### src/rtl/inst_fetch.sv
// Instruction fetch unit: one req/ack memory read per fetch, holds the word until decode takes it.
// Optional FETCH_ALIGN_CHECK_EN: misaligned pc_in raises err_cause=2 without a bus cycle.
module inst_fetch #(
    parameter int unsigned ADDR_W      = 32,
    parameter int unsigned TIMEOUT_CYC = 64
) (
    input  logic              clk,
    input  logic              reset,
    input  logic              fetch_req,
    input  logic [ADDR_W-1:0] pc_in,
    input  logic              flush,
    input  logic              inst_ready,
    input  logic              mem_ack,
    input  logic [31:0]       mem_din,
    output logic              mem_rd,
    output logic [ADDR_W-1:0] mem_addr,
    output logic              inst_valid,
    output logic [31:0]       inst_out,
    output logic [ADDR_W-1:0] inst_pc,
    output logic              fetch_err,
    output logic [1:0]        err_cause,
    output logic              fetch_busy
);

    localparam int unsigned CNT_W = (TIMEOUT_CYC > 0) ? $clog2(TIMEOUT_CYC + 1) : 1;

    typedef enum logic [1:0] {StIdle, StWait, StValid, StErr} state_e;

    state_e            state_q, state_d;
    logic [ADDR_W-1:0] addr_q, addr_d;
    logic [ADDR_W-1:0] pc_q, pc_d;
    logic [ADDR_W-1:0] inst_pc_q, inst_pc_d;
    logic [31:0]       inst_q, inst_d;
    logic [1:0]        cause_q, cause_d;
    logic [CNT_W-1:0]  cnt_q, cnt_d;
    logic              kill_q, kill_d;
    logic              launch;
    logic              misaligned;
    logic              timeout_hit;

`ifdef FETCH_ALIGN_CHECK_EN
    assign misaligned = (pc_in[1:0] != 2'b00);
`else
    assign misaligned = 1'b0;
`endif

    if (TIMEOUT_CYC > 0) begin : g_timeout
        assign timeout_hit = (cnt_q == CNT_W'(TIMEOUT_CYC - 1));
    end else begin : g_no_timeout
        assign timeout_hit = 1'b0;
    end

    // A new fetch is accepted from IDLE, or from a held result that decode is consuming.
    assign launch = fetch_req && !flush &&
                    ((state_q == StIdle) ||
                     (((state_q == StValid) || (state_q == StErr)) && inst_ready));

    always_comb begin
        state_d   = state_q;
        addr_d    = addr_q;
        pc_d      = pc_q;
        inst_pc_d = inst_pc_q;
        inst_d    = inst_q;
        cause_d   = cause_q;
        cnt_d     = cnt_q;
        kill_d    = kill_q;

        unique case (state_q)
            StIdle: ;
            StWait: begin
                if (mem_ack) begin
                    kill_d = 1'b0;
                    if (kill_q || flush) begin
                        state_d = StIdle;
                    end else begin
                        inst_d    = mem_din;
                        inst_pc_d = pc_q;
                        state_d   = StValid;
                    end
                end else if (timeout_hit) begin
                    kill_d = 1'b0;
                    if (kill_q || flush) begin
                        state_d = StIdle;
                    end else begin
                        cause_d = 2'd1;
                        state_d = StErr;
                    end
                end else begin
                    if (flush) kill_d = 1'b1;
                    if (cnt_q != {CNT_W{1'b1}}) cnt_d = cnt_q + 1'b1;
                end
            end
            StValid: begin
                if (flush || inst_ready) state_d = StIdle;
            end
            StErr: begin
                if (flush || inst_ready) begin
                    cause_d = 2'd0;
                    state_d = StIdle;
                end
            end
            default: state_d = StIdle;
        endcase

        if (launch) begin
            if (misaligned) begin
                cause_d   = 2'd2;
                inst_pc_d = pc_in;
                state_d   = StErr;
            end else begin
                addr_d  = {pc_in[ADDR_W-1:2], 2'b00};
                pc_d    = pc_in;
                cnt_d   = '0;
                kill_d  = 1'b0;
                cause_d = 2'd0;
                state_d = StWait;
            end
        end
    end

    always_ff @(posedge clk) begin
        if (reset) begin
            state_q   <= StIdle;
            addr_q    <= '0;
            pc_q      <= '0;
            inst_pc_q <= '0;
            inst_q    <= '0;
            cause_q   <= 2'd0;
            cnt_q     <= '0;
            kill_q    <= 1'b0;
        end else begin
            state_q   <= state_d;
            addr_q    <= addr_d;
            pc_q      <= pc_d;
            inst_pc_q <= inst_pc_d;
            inst_q    <= inst_d;
            cause_q   <= cause_d;
            cnt_q     <= cnt_d;
            kill_q    <= kill_d;
        end
    end

    assign mem_rd     = (state_q == StWait);
    assign mem_addr   = addr_q;
    assign inst_valid = (state_q == StValid);
    assign inst_out   = inst_q;
    assign inst_pc    = inst_pc_q;
    assign fetch_err  = (state_q == StErr);
    assign err_cause  = cause_q;
    assign fetch_busy = (state_q != StIdle);

endmodule

### config.mk
export PLATFORM = sky130hd
export DESIGN_NAME = inst_fetch
export DESIGN_NICKNAME = d
export VERILOG_FILES = /design/src/rtl/inst_fetch.sv
export SDC_FILE = /design/constraint.sdc
export NUM_CORES = 1
export LEC_CHECK = 0
export BUFFER_PORTS_ARGS = -buffer_cell sky130_fd_sc_hd__buf_2
export CAP_MARGIN = 20
export CORE_UTILIZATION = 40
export DETAILED_ROUTE_END_ITERATION = 8
export PLACE_DENSITY = 0.71
export SETUP_SLACK_MARGIN = 0.2
export SYNTH_ARGS = -nofsm -noshare
export SYNTH_HDL_FRONTEND = slang
export SYNTH_SLANG_ARGS = --single-unit
### constraint.sdc
create_clock -name clk -period 2.95 [get_ports clk]
set_input_delay 0.295 -clock clk [delete_from_list [all_inputs] [get_ports clk]]
set_output_delay 0.295 -clock clk [all_outputs]
set_load 0.05 [all_outputs]
==> summary.txt <==
max-slew violations: 0
Longest Clk Path Bufs: 2
grt total ovfl: 0
global-route wire length before repair: 14,600 µm
clock latency on the worst-skew pair: 0.36 ns
FP Rows: 37
pre-CTS setup slack: 0.911 ns
GR Util All Layers: 0.164
FF-to-FF path depth: 5
Setup Viol. Count Final: 0
multiplexer share of the synthesized area: 0.0782
sequential area share after synthesis: 0.507
Die Span Y: 105 µm
Critical Path RT: 3.17 ns
xor/xnor share of the synthesized area: 0.00415
clk_skew: 0.00933 ns
WHS Path Cells: 3
highest clock rate: 499 MHz
max_cap viols: 0
layout cells sized above 1: 0.322
adder-cell area share of the yosys netlist: 0.00296
Die W: 105 µm
clock-pin slew of the registers on the worst-case setup and hold paths: 0.10 ns
placed instance area: 4860 µm²
# fillers: 1,039
H-tree levels: 3
Mapped Cells: 484
Routed WL per cell: 12.1 µm
root buf cell: clkbuf_8
WL final: 9040 µm
Worst setup EP type: register
Post CTS Setup Buffer Count: 0
Worst Setup Start Kind: register
Antenna Cells: 0
DRT iter0 DRCs: 159
Max-Slew Margin vs Limit: 0.578
initial antenna violation count: 0
P_leak: 2.25 nW
status: completed
routability cong.: 0.777
die area: 11,000 µm²
post-DP HPWL: 6420 µm
clk sinks: 107
core area: 10,300 µm²
vias in the first global route: 3,155
Placed Cells: 732
Hold Startpoint: pc_in[16]
Worst Tran Pin Value: 0.632 ns
Antenna Violating Nets Remaining: 0
Hold Fails Final Rpt: 0
Worst Path Arrival: 2.23 ns
Worst Path Max Fanout: 35
final layout net count: 678
WHS: 0.162 ns
reg-to-reg endpoint: inst_out[18]$_SDFFE_PP0P_
FF+latch count, synth: 107
Avg Inst Size Synth: 8.72 µm²
Initial Util: 0.411
Final Critical Period: 2.00 ns
CTS tree: done
r2r startpoint: state_q[0]$_SDFFE_PP0P_
DRT Pass-1 Iters: 4
post-CTS sizing: 0
setup TNS: 0 ns
HP Class: in2reg
design area: 5050 µm²
Crit Path Class: reg2reg
largest net degree at the start of global routing: 58
largest family of logic cells by synthesized area: simple AND/OR/NAND/NOR gates
I/O Buffers: 168
P&R area growth vs syn: 19.7%
cts hold-fix bufs: 0
Finished Layout Cells: 748
DRC: 0
crit share post-route: 0.679
Pwr Density: 538 nW/µm²
RSZ-0062 raised after global routing: false
Synth Area in Simple Gates: 0.192
Worst VDD drop: 0.322 mV
compound-cell area share of the yosys netlist: 0.108
IO Pins: 172
Worst Slack Setup Final: 0.946 ns
vias: 3,501
routed vias/inst: 4.68
Cell variety after synth: 39
synthesized cell area: 4220 µm²
hold endpoint: pc_q[16]$_SDFFE_PP0P_
cts bufs inserted: 9
FF-to-FF setup slack: 0.95 ns
yosys warns: 0
[synthesized netlist by cell type]
cell	number	area, µm²
a21o_1	1	7.51
or2_1	1	6.26
ha_1	1	12.5
a211oi_2	1	12.5
a31oi_1	1	6.26
or2_4	1	8.76
nor3_2	2	20.0
buf_6	3	33.8
xor2_1	2	17.5
a21oi_1	69	345
and3_1	4	25.0
a211oi_1	1	7.51
nor2_1	39	146
o21a_1	1	7.51
o21ai_0	2	10.0
nor3b_4	1	18.8
inv_1	1	3.75
buf_8	3	45.0
nand3_2	1	10.0
mux2i_1	33	330
nand3_1	1	5.00
o31ai_1	1	7.51
o2111a_1	1	11.3
and2_1	2	12.5
clkbuf_1	12	45.0
and3b_1	1	8.76
a21boi_2	1	11.3
a41oi_1	1	8.76
nand2b_1	2	12.5
o211ai_1	1	7.51
buf_4	40	300
and2b_1	2	15.0
dfxtp_1	107	2140
a311oi_2	1	15.0
conb_1	1	3.75
nor3_1	2	10.0
nor2b_1	2	12.5
buf_1	5	18.8
nand2_1	133	499
[per-layer routing]
layer / up-vias / global-route usage / routed length [µm]
met2: 125 / 0.281 / 4370
li1: 1788 / - / -
met4: 0 / 0.0483 / 71
met3: 7 / 0.0499 / 603
met5: - / 0 / 0
met1: 1581 / 0.198 / 3990
[where the power goes]
| group | leakage [nW] | total (W) | switching, W | internal, W |
|---|---|---|---|---|
| Combinational | 1.28 | 0.000337 | 0.000232 | 0.000105 |
| Sequential | 0.866 | 0.00150 | 0.0000247 | 0.00148 |
| Clock | 0.0991 | 0.000879 | 0.000467 | 0.000412 |
[how the worst max path moves through the flow]
stage	slack [ns]	endpoint	cells after the start	from
final	0.95	inst_out[18]$_SDFFE_PP0P_	5	state_q[0]$_SDFFE_PP0P_
after global routing	0.73	inst_pc[10]$_SDFFE_PP0P_	5	state_q[0]$_SDFFE_PP0P_
after CTS	0.89	inst_out[18]$_SDFFE_PP0P_	5	state_q[0]$_SDFFE_PP0P_
after detailed placement	0.91	inst_out[18]$_SDFFE_PP0P_	5	state_q[0]$_SDFFE_PP0P_
after global placement	0.99	inst_out[12]$_SDFFE_PP0P_	5	state_q[0]$_SDFFE_PP0P_
after floorplan	1.33	kill_q$_SDFFE_PP0P_	3	state_q[0]$_SDFFE_PP0P_
[cell families (layout without fill, tap and decap cells)]
logic type               count (synthesis)  count (layout)
AND/OR/NAND/NOR                        194             194
flip-flops                             107             107
AO/OA/AOI/OAI                           82              82
buffers and inverters                   64             190
multiplexers                            33              33
XOR/XNOR                                 2               2
adder cells (fa/ha/maj)                  1               1
other                                    1               3
[flip-flops by register name, indices dropped and copies added, names as in the netlist]
name and count:
pc_q 32, inst_out 32, cnt_q 7, state_q 2
kill_q 1, inst_pc 32, err_cause 1
[per-stage QoR]
stage | total power [W] | utilization
4_1_cts | 0.00276 | 0.492
3_5_place_dp | 0.00188 | 0.473
2_1_floorplan | 0.00182 | -
3_3_place_gp | 0.00187 | 0.473
5_1_grt | 0.00284 | 0.492
6_report | 0.00272 | 0.492
[final cells by class]
class,instances,area (µm²),area share
sequential,107,2140,0.424
tap,136,170,0.0337
inverter,1,3.75,0.000743
clock inverter,5,52.6,0.0104
clock buffer,11,141,0.0280
multi-input combinational,315,1650,0.326
timing repair buffer,173,893,0.177
[worst max-delay path: stages, from the launching register on]
cell and delay, ns:
dfxtp_1 0.48, and2b_1 0.22, nand3_2 0.50, buf_4 0.47, nand2_1 0.12, a21oi_1 0.07
[cell usage in the layout, fill, tap and decap left out, types with 2 or more instances in the layout]
cell type	instances
clkbuf_8	10
nor2_1	39
and3_1	3
clkinv_2	3
dfxtp_1	107
and2b_1	2
a21oi_1	69
buf_4	5
and2_1	2
nand2_1	133
nor3_2	2
nand2b_1	2
buf_2	167
mux2i_1	33
xor2_1	2
nor2b_1	2
nor3_1	2
o21ai_0	2
conb_1	3
No activity file was read; power rests on OpenSTA's default activity.
